[config.mk]
export PLATFORM = sky130hd
export DESIGN_NAME = alu_arbiter_flat
export DESIGN_NICKNAME = d
export VERILOG_FILES = /design/src/rtl/alu_arbiter_if.sv /design/src/rtl/alu_arbiter.sv /design/src/flat_wrapper.sv
export SDC_FILE = /design/constraint.sdc
export NUM_CORES = 1
export LEC_CHECK = 0
export CORE_AREA = 2 2 108 110
export DETAILED_ROUTE_END_ITERATION = 10
export DIE_AREA = 0 0 110 112
export HOLD_SLACK_MARGIN = 0.15
export PLACE_DENSITY = 0.61
export SKIP_LAST_GASP = 1
export SLEW_MARGIN = 15
export SYNTH_ARGS = -nofsm -noshare
export SYNTH_HDL_FRONTEND = slang
export SYNTH_SLANG_ARGS = --single-unit
[constraint.sdc]
create_clock -name clk -period 2.7 [get_ports clk]
set_input_delay 0.675 -clock clk [delete_from_list [all_inputs] [get_ports clk]]
set_output_delay 0.675 -clock clk [all_outputs]
set_load 0.05 [all_outputs]
[src/rtl/alu_arbiter_if.sv]
//------------------------------------------------------------------------------
// Module : alu_arbiter_if
// Bundle of requester, ALU and response signals for the shared-ALU arbiter.
// Rev    : 1.0 - initial release
//------------------------------------------------------------------------------
`default_nettype none

interface alu_arbiter_if #(
    parameter int NUM_REQ = 2
);
    localparam int IDW = $clog2(NUM_REQ);

    logic [NUM_REQ-1:0]    req_valid;
    logic [NUM_REQ-1:0]    req_ready;
    logic [NUM_REQ*32-1:0] req_in1;
    logic [NUM_REQ*32-1:0] req_in2;
    logic [NUM_REQ*3-1:0]  req_op;

    logic [31:0]           alu_in1;
    logic [31:0]           alu_in2;
    logic [2:0]            alu_op;
    logic [31:0]           alu_out;
    logic                  zero;
    logic                  less_than;
    logic                  less_than_unsigned;

    logic                  rsp_valid;
    logic                  rsp_ready;
    logic [IDW-1:0]        rsp_id;
    logic [31:0]           rsp_data;
    logic                  rsp_zero;
    logic                  rsp_lt;
    logic                  rsp_ltu;

    // Arbiter side
    modport slave (
        input  req_valid, req_in1, req_in2, req_op,
        input  alu_out, zero, less_than, less_than_unsigned,
        input  rsp_ready,
        output req_ready,
        output alu_in1, alu_in2, alu_op,
        output rsp_valid, rsp_id, rsp_data, rsp_zero, rsp_lt, rsp_ltu
    );

    // Requesters, ALU and response consumer side
    modport master (
        output req_valid, req_in1, req_in2, req_op,
        output alu_out, zero, less_than, less_than_unsigned,
        output rsp_ready,
        input  req_ready,
        input  alu_in1, alu_in2, alu_op,
        input  rsp_valid, rsp_id, rsp_data, rsp_zero, rsp_lt, rsp_ltu
    );
endinterface

`default_nettype wire

[src/rtl/alu_arbiter.sv]
//------------------------------------------------------------------------------
// Module : alu_arbiter
// Round-robin sharing of one combinational ALU with a one-entry response slot.
// Rev    : 1.0 - initial release
//------------------------------------------------------------------------------
`default_nettype none

module alu_arbiter #(
    parameter int NUM_REQ = 2
) (
    input  wire logic     clk,
    input  wire logic     rst_n,
    alu_arbiter_if.slave  bus
);
    localparam int IDW = $clog2(NUM_REQ);

    typedef enum logic [0:0] {
        EMPTY = 1'b0,
        FULL  = 1'b1
    } state_t;

    state_t         r_state;
    state_t         w_state_nxt;

    logic [IDW-1:0] r_ptr;
    logic [IDW-1:0] w_ptr_nxt;
    logic [IDW-1:0] w_gidx;
    logic [IDW-1:0] w_idx;
    logic           w_found;
    logic           w_slot_free;
    logic           w_grant;

    logic [IDW-1:0] r_rsp_id;
    logic [31:0]    r_rsp_data;
    logic           r_rsp_zero;
    logic           r_rsp_lt;
    logic           r_rsp_ltu;

    assign w_slot_free = (r_state == EMPTY) || bus.rsp_ready;

    // Search from the pointer upward, wrapping, for the first active requester
    always_comb begin
        w_found = 1'b0;
        w_gidx  = '0;
        w_idx   = '0;
        for (int k = 0; k < NUM_REQ; k++) begin
            w_idx = IDW'((int'(r_ptr) + k) % NUM_REQ);
            if (!w_found && bus.req_valid[w_idx]) begin
                w_found = 1'b1;
                w_gidx  = w_idx;
            end
        end
    end

    // rst_n gating keeps req_ready low combinationally while in reset
    assign w_grant   = w_found && w_slot_free && rst_n;
    assign w_ptr_nxt = (w_gidx == IDW'(NUM_REQ - 1)) ? '0 : w_gidx + 1'b1;

    assign bus.req_ready = w_grant ? (NUM_REQ'(1) << w_gidx) : '0;
    assign bus.alu_in1   = w_grant ? bus.req_in1[32*w_gidx +: 32] : 32'd0;
    assign bus.alu_in2   = w_grant ? bus.req_in2[32*w_gidx +: 32] : 32'd0;
    assign bus.alu_op    = w_grant ? bus.req_op[3*w_gidx +: 3]    : 3'd0;

    always_ff @(posedge clk or negedge rst_n) begin
        if (!rst_n) begin
            r_state <= EMPTY;
        end else begin
            r_state <= w_state_nxt;
        end
    end

    always_comb begin
        w_state_nxt = r_state;
        if (w_grant) begin
            w_state_nxt = FULL;
        end else if ((r_state == FULL) && bus.rsp_ready) begin
            w_state_nxt = EMPTY;
        end
    end

    // The ALU is combinational, so its outputs already reflect the granted operands
    always_ff @(posedge clk or negedge rst_n) begin
        if (!rst_n) begin
            r_ptr      <= '0;
            r_rsp_id   <= '0;
            r_rsp_data <= 32'd0;
            r_rsp_zero <= 1'b0;
            r_rsp_lt   <= 1'b0;
            r_rsp_ltu  <= 1'b0;
        end else if (w_grant) begin
            r_ptr      <= w_ptr_nxt;
            r_rsp_id   <= w_gidx;
            r_rsp_data <= bus.alu_out;
            r_rsp_zero <= bus.zero;
            r_rsp_lt   <= bus.less_than;
            r_rsp_ltu  <= bus.less_than_unsigned;
        end
    end

    assign bus.rsp_valid = (r_state == FULL);
    assign bus.rsp_id    = r_rsp_id;
    assign bus.rsp_data  = r_rsp_data;
    assign bus.rsp_zero  = r_rsp_zero;
    assign bus.rsp_lt    = r_rsp_lt;
    assign bus.rsp_ltu   = r_rsp_ltu;

endmodule

`default_nettype wire

[src/flat_wrapper.sv]
// flat-port wrapper written by rule: the top's interface ports become plain ports
module alu_arbiter_flat 
#(
    parameter int NUM_REQ = 2
)
  (clk, rst_n, bus_req_valid, bus_req_in1, bus_req_in2, bus_req_op, bus_alu_out, bus_zero, bus_less_than, bus_less_than_unsigned, bus_rsp_ready, bus_req_ready, bus_alu_in1, bus_alu_in2, bus_alu_op, bus_rsp_valid, bus_rsp_id, bus_rsp_data, bus_rsp_zero, bus_rsp_lt, bus_rsp_ltu);
  alu_arbiter_if #(.NUM_REQ(NUM_REQ)) bus_i ();
  input  wire logic clk;
  input  wire logic rst_n;
  input wire logic [$bits(bus_i.req_valid)-1:0] bus_req_valid;
  input wire logic [$bits(bus_i.req_in1)-1:0] bus_req_in1;
  input wire logic [$bits(bus_i.req_in2)-1:0] bus_req_in2;
  input wire logic [$bits(bus_i.req_op)-1:0] bus_req_op;
  input wire logic [$bits(bus_i.alu_out)-1:0] bus_alu_out;
  input wire logic [$bits(bus_i.zero)-1:0] bus_zero;
  input wire logic [$bits(bus_i.less_than)-1:0] bus_less_than;
  input wire logic [$bits(bus_i.less_than_unsigned)-1:0] bus_less_than_unsigned;
  input wire logic [$bits(bus_i.rsp_ready)-1:0] bus_rsp_ready;
  output wire logic [$bits(bus_i.req_ready)-1:0] bus_req_ready;
  output wire logic [$bits(bus_i.alu_in1)-1:0] bus_alu_in1;
  output wire logic [$bits(bus_i.alu_in2)-1:0] bus_alu_in2;
  output wire logic [$bits(bus_i.alu_op)-1:0] bus_alu_op;
  output wire logic [$bits(bus_i.rsp_valid)-1:0] bus_rsp_valid;
  output wire logic [$bits(bus_i.rsp_id)-1:0] bus_rsp_id;
  output wire logic [$bits(bus_i.rsp_data)-1:0] bus_rsp_data;
  output wire logic [$bits(bus_i.rsp_zero)-1:0] bus_rsp_zero;
  output wire logic [$bits(bus_i.rsp_lt)-1:0] bus_rsp_lt;
  output wire logic [$bits(bus_i.rsp_ltu)-1:0] bus_rsp_ltu;
  assign bus_i.req_valid = bus_req_valid;
  assign bus_i.req_in1 = bus_req_in1;
  assign bus_i.req_in2 = bus_req_in2;
  assign bus_i.req_op = bus_req_op;
  assign bus_i.alu_out = bus_alu_out;
  assign bus_i.zero = bus_zero;
  assign bus_i.less_than = bus_less_than;
  assign bus_i.less_than_unsigned = bus_less_than_unsigned;
  assign bus_i.rsp_ready = bus_rsp_ready;
  assign bus_req_ready = bus_i.req_ready;
  assign bus_alu_in1 = bus_i.alu_in1;
  assign bus_alu_in2 = bus_i.alu_in2;
  assign bus_alu_op = bus_i.alu_op;
  assign bus_rsp_valid = bus_i.rsp_valid;
  assign bus_rsp_id = bus_i.rsp_id;
  assign bus_rsp_data = bus_i.rsp_data;
  assign bus_rsp_zero = bus_i.rsp_zero;
  assign bus_rsp_lt = bus_i.rsp_lt;
  assign bus_rsp_ltu = bus_i.rsp_ltu;
  alu_arbiter #(.NUM_REQ(NUM_REQ)) u_core (.clk(clk), .rst_n(rst_n), .bus(bus_i));
endmodule
== Word-level counts from Yosys, hierarchy flattened ==
Index checks and enable logic that the tools add are counted.

* Register bits: 38
* Bits in latches: 0
* RAM bits: 0
* ROM bits: 0
* Input bits: 174
* Output and inout bits: 106
* Memories: 0

* $add $sub $neg: 2
* $mul: 1
* Div/mod/pow operators: 0
* Order comparisons: 2
* Equality and inequality tests: 0
* Shifts and indexed selects: 4
* Multiplexer cells: 15
* Bitwise operators: 1
* Reduce and logical (&&, ||, !) cells: 7

{| class="wikitable"
|+ Operators by type and width
! kind !! number
|-
| indexed part select 64 x 7 -> 32 bit || 2
|-
| two-way mux 32 bit || 2
|-
| two-way mux 1 bit || 11
|-
| indexed part select 6 x 4 -> 3 bit || 1
|-
| logical AND 1 bit || 4
|-
| < comparator 1 x 2 -> 1 bit, second input constant || 2
|-
| multiplier 2 x 1 -> 3 bit, first input constant || 1
|-
| two-way mux 3 bit || 1
|-
| adder 1 bit, second input constant || 2
|-
| two-way mux 2 bit || 1
|-
| nonzero test 2 bit || 1
|-
| left shift 1 x 1 -> 2 bit, first input constant || 1
|-
| zero test 1 bit || 1
|-
| logical OR 1 bit || 1
|-
| NOT 1 bit || 1
|}

== Logic depth before layout (Yosys ltp) ==
* Word-level depth: 9
* Gate-level depth with buffers: 6

== Worst setup path after synthesis ==
OpenSTA, ideal clock, no wires.

* Path kind: input port to output port
* Start point: input port bus_rsp_ready
* End point: output port bus_alu_in1[23]
* Data arrival time: 1.933 ns
* Slack: 0.092 ns
* Stages on the path: 5
* Path buffers: 2
* Path through: nand2b_4 -> and4_4 -> buf_6 -> buf_2 -> a22o_1

* Word-level cells in the longest chain between the ends: 4

{| class="wikitable"
|+ Ends and longest elaborated chain
! element !! line !! text
|-
| start, declared || flat_wrapper.sv:18 || <nowiki>input wire logic [$bits(bus_i.rsp_ready)-1:0] bus_rsp_ready;</nowiki>
|-
| logical OR 1 bit || alu_arbiter.sv:39 || <nowiki>assign w_slot_free = (r_state == EMPTY) || bus.rsp_ready;</nowiki>
|-
| logical AND 1 bit (2 in a row) || alu_arbiter.sv:56 || <nowiki>assign w_grant = w_found && w_slot_free && rst_n;</nowiki>
|-
| two-way mux 32 bit || alu_arbiter.sv:60 || <nowiki>assign bus.alu_in1 = w_grant ? bus.req_in1[32*w_gidx +: 32] : 32'd0;</nowiki>
|-
| end, declared || flat_wrapper.sv:20 || <nowiki>output wire logic [$bits(bus_i.alu_in1)-1:0] bus_alu_in1;</nowiki>
|}

Every way passes these cells.

== Worst setup path after layout ==
* Start point: input port bus_rsp_ready
* End point: output port bus_alu_in2[29]

* Word-level cells in the longest chain between the ends: 4

{| class="wikitable"
|+ Ends and longest elaborated chain
! element !! line !! text
|-
| logical OR 1 bit || alu_arbiter.sv:39 ||
|-
| logical AND 1 bit (2 in a row) || alu_arbiter.sv:56 ||
|-
| two-way mux 32 bit || alu_arbiter.sv:61 || <nowiki>assign bus.alu_in2 = w_grant ? bus.req_in2[32*w_gidx +: 32] : 32'd0;</nowiki>
|-
| end, declared || flat_wrapper.sv:21 || <nowiki>output wire logic [$bits(bus_i.alu_in2)-1:0] bus_alu_in2;</nowiki>
|}

Every way passes these cells.

==> flow_metrics.tcl <==
set metrics [dict create \
    cts_made_buffers 5 \
    drc 0 \
    slew_headroom 0.645 \
    synth_top_cell_by_area "dfrtp_1" \
    cts.sinks 38 \
    syn_inst 169 \
    power.internal_uw 1950 \
    hold_slack_ns 0.194 \
    total_power_uw 3210 \
    synth_cell_types 14 \
    routedWlPerCell_um 20.4 \
    hp-class "input pin to asynchronous set/reset pin" \
    core_region_area_mm2 0.0112 \
    cts_hold_buf 0 \
    worstPathArrival_ns 1.98 \
    final_util 0.569 \
    ctsRootBufferMaster "clkbuf_16" \
    placed_area_mm2 0.00582 \
    final_area_mm2 0.00636 \
    netlist_area_mm2 0.00215 \
    dp_hpwl_um 9870 \
    clock_skew_ns 0.00324 \
    final_max_slew_viol_count 0 \
    cts.clk_slew.worst_paths_ns 0.06 \
    cts_tree "yes" \
    max_freq_ghz 0.377 \
    synth-seq-area-share 0.443 \
    crit_fanout 4 \
    grt_setup_unrepaired "false" \
    htreeDepth 2 \
    leakage_uw 0.00264 \
    worst_pin_slew_ns 0.531 \
    synth_fa_ha_area_frac 0 \
    grt_pass1_wl_um 17800 \
    drt-initial-drc-count 79 \
    die_x_um 110 \
    max_cap_viol_count 0 \
    start_util 0.192 \
    avgSynthCellArea_um2 12.7 \
    stdcell_count 606 \
    dr.pass1.iters 4 \
    outcome "finished clean" \
    p_seq_frac 0.227 \
    synthXorXnorAreaFrac 0 \
    cp_slowest_cell "a22o_4" \
    cpPeakStageDelay_ns 0.23 \
    power.density_mw_per_mm2 504 \
    portBuffers 279 \
    p_switching_uw 1260 \
    grt_max_degree 39 \
    row_count 39 \
    grt_usage 0.195 \
    syn-num-nets 343 \
    crit_buf_inv 5 \
    antenna_found_initial 1 \
    ys.warnings.count 0 \
    path_class "input pin to output port" \
    synth_top_family_by_area "compound AO/OA/AOI/OAI gates" \
    synth_seq_cells 38 \
    post-route-period-util 0.982 \
    die_h_um 112 \
    io_pins 280 \
    grt-ovfl-total 0 \
    clkPwrFrac 0.185 \
    vias 2762 \
    nNetsFinal 635 \
    synth_top_area_share 0.443 \
    cts_max_path_buffers 2 \
    comb_power_share 0.588 \
    final_common_cell "clkdlybuf4s50_1" \
    synthSimpleGateAreaFrac 0.0151 \
    first_global_vias 2958 \
    swShare 0.392 \
    crit_cells 8 \
    required_ns 2.03 \
    area_delta_synth_final_pct 196 \
    final_cell_mix "206 x clkdlybuf4s50_1, 77 x buf_12, 50 x a22o_1, 38 x dfrtp_1, 26 x mux2_2" \
    worstPathCellList "clkdlybuf4s15_1 > nand2b_4 > o2111a_2 > buf_12 > buf_8 > clkbuf_16 > a22o_4 > buf_12" \
    min_period_ns 2.65 \
    ir_drop_mv 0.510 \
    wirelength_um 12400 \
    synth_mux_area_frac 0.183 \
    ys_top_cells_by_area "dfrtp_1 44%, a22o_1 27%, mux2_2 14%" \
    post-place-cells 582 \
    endpoint_kind "output port" \
    drive_gt1_frac 0.327 \
    hold_viol_final 0 \
    reg2reg_depth 5 \
    viasPerCell 4.56 \
    synth_compound_area_frac 0.289 \
    clock_latency_ns 0.28 \
    crit_top_cell "buf_12" \
    ant_nets 0 \
    setup_viol 0 \
    critPathTopFamily "buffers and inverters" \
    place.gp.congestion 0.801 \
    die_area_mm2 0.0123 \
    startpoint_type "input pin" \
]
[sequential cells by signal (all words and copies together), names as in the netlist]
| signal | cells |
|---|---|
| u_core.bus.rsp_valid | 1 |
| u_core.r_ptr | 1 |
| u_core.bus.rsp_lt | 1 |
| u_core.bus.rsp_id | 1 |
| u_core.bus.rsp_data | 32 |
| u_core.bus.rsp_zero | 1 |
| u_core.bus.rsp_ltu | 1 |
[worst paths after layout]
path | startpoint | end | slack, ns
min in group clk | u_core.bus.rsp_id | u_core.bus.rsp_id | 0.49
setup reg to reg | u_core.bus.rsp_valid | u_core.bus.rsp_data[5] | 1.12
hold reg to reg | u_core.bus.rsp_id | u_core.bus.rsp_id | 0.49
hold / removal | rst_n | u_core.r_ptr | 0.19
setup / recovery | bus_rsp_ready | bus_alu_in2[29] | 0.05
max in group asynchronous | rst_n | u_core.bus.rsp_data[4] | 1.83
[what timing repair did]
| item | in CTS | in global routing |
|---|---|---|
| resized for setup | 21 | 9 |
| gates cloned | 4 | 1 |
| setup endpoints to repair | 67 | 67 |
| setup buffers | 9 | 2 |
| pin swaps | 7 | 6 |
[metal layers]
metal	wire length [µm]	global-route usage	share of wire	vias to the layer above
li1	-	-	-	1258
met1	4100	0.199	0.33	1319
met2	6570	0.358	0.53	155
met3	1150	0.0562	0.093	30
met4	548	0.0886	0.044	0
met5	0	0	0	-
[worst reg2reg max path: stages, from the launching register on]
cell	delay, ns
dfrtp_1	0.39
nand2b_4	0.08
buf_4	0.13
o211ai_1	0.10
buf_4	0.37
mux2_2	0.39
[power by group through the flow]
stage / Sequential [µW] / Combinational (µW) / Clock, µW
2_1_floorplan: 1090 / 535 / 0
3_3_place_gp: 730 / 1800 / 0
3_5_place_dp: 737 / 1810 / 0
4_1_cts: 728 / 1880 / 613
5_1_grt: 741 / 1960 / 634
6_report: 728 / 1890 / 593
[per-stage QoR]
step | setup TNS [ns] | setup slack [ns]
4_1_cts | -0.0232 | -0.00600
3_3_place_gp | -7.35 | -0.132
5_1_grt | 0 | 0.0132
6_report | 0 | 0.0486
2_1_floorplan | 0 | 0.0916
3_5_place_dp | -9.45 | -0.181
[Yosys cell counts]
library cell	instances
a22o_1	67
dfrtp_1	38
mux2_2	26
buf_2	12
mux2_1	9
buf_6	7
a21o_1	2
nand2_1	2
and4_4	1
buf_4	1
inv_1	1
nand2b_4	1
o2111a_1	1
o211ai_1	1
[area by class of cell]
| type | instances | area, µm² |
|---|---|---|
| fill | 936 | 4810 |
| timing repair buffer | 305 | 3880 |
| multi-input combinational | 110 | 1200 |
| sequential | 38 | 951 |
| tap | 143 | 179 |
| clock buffer | 6 | 139 |
| clock inverter | 2 | 12.5 |
| inverter | 1 | 3.75 |
| antenna | 1 | 2.50 |
[cell families (layout without fill, tap and decap cells)]
family                 after synthesis  after routing
other                                0              1
and+or+nand+nor                      4              4
muxes                               35             35
DFF                                 38             38
buffers and inverters               21            314
AOI/OAI and AO/OA                   71             71
Note: power is estimated with default switching activity, not from simulation.
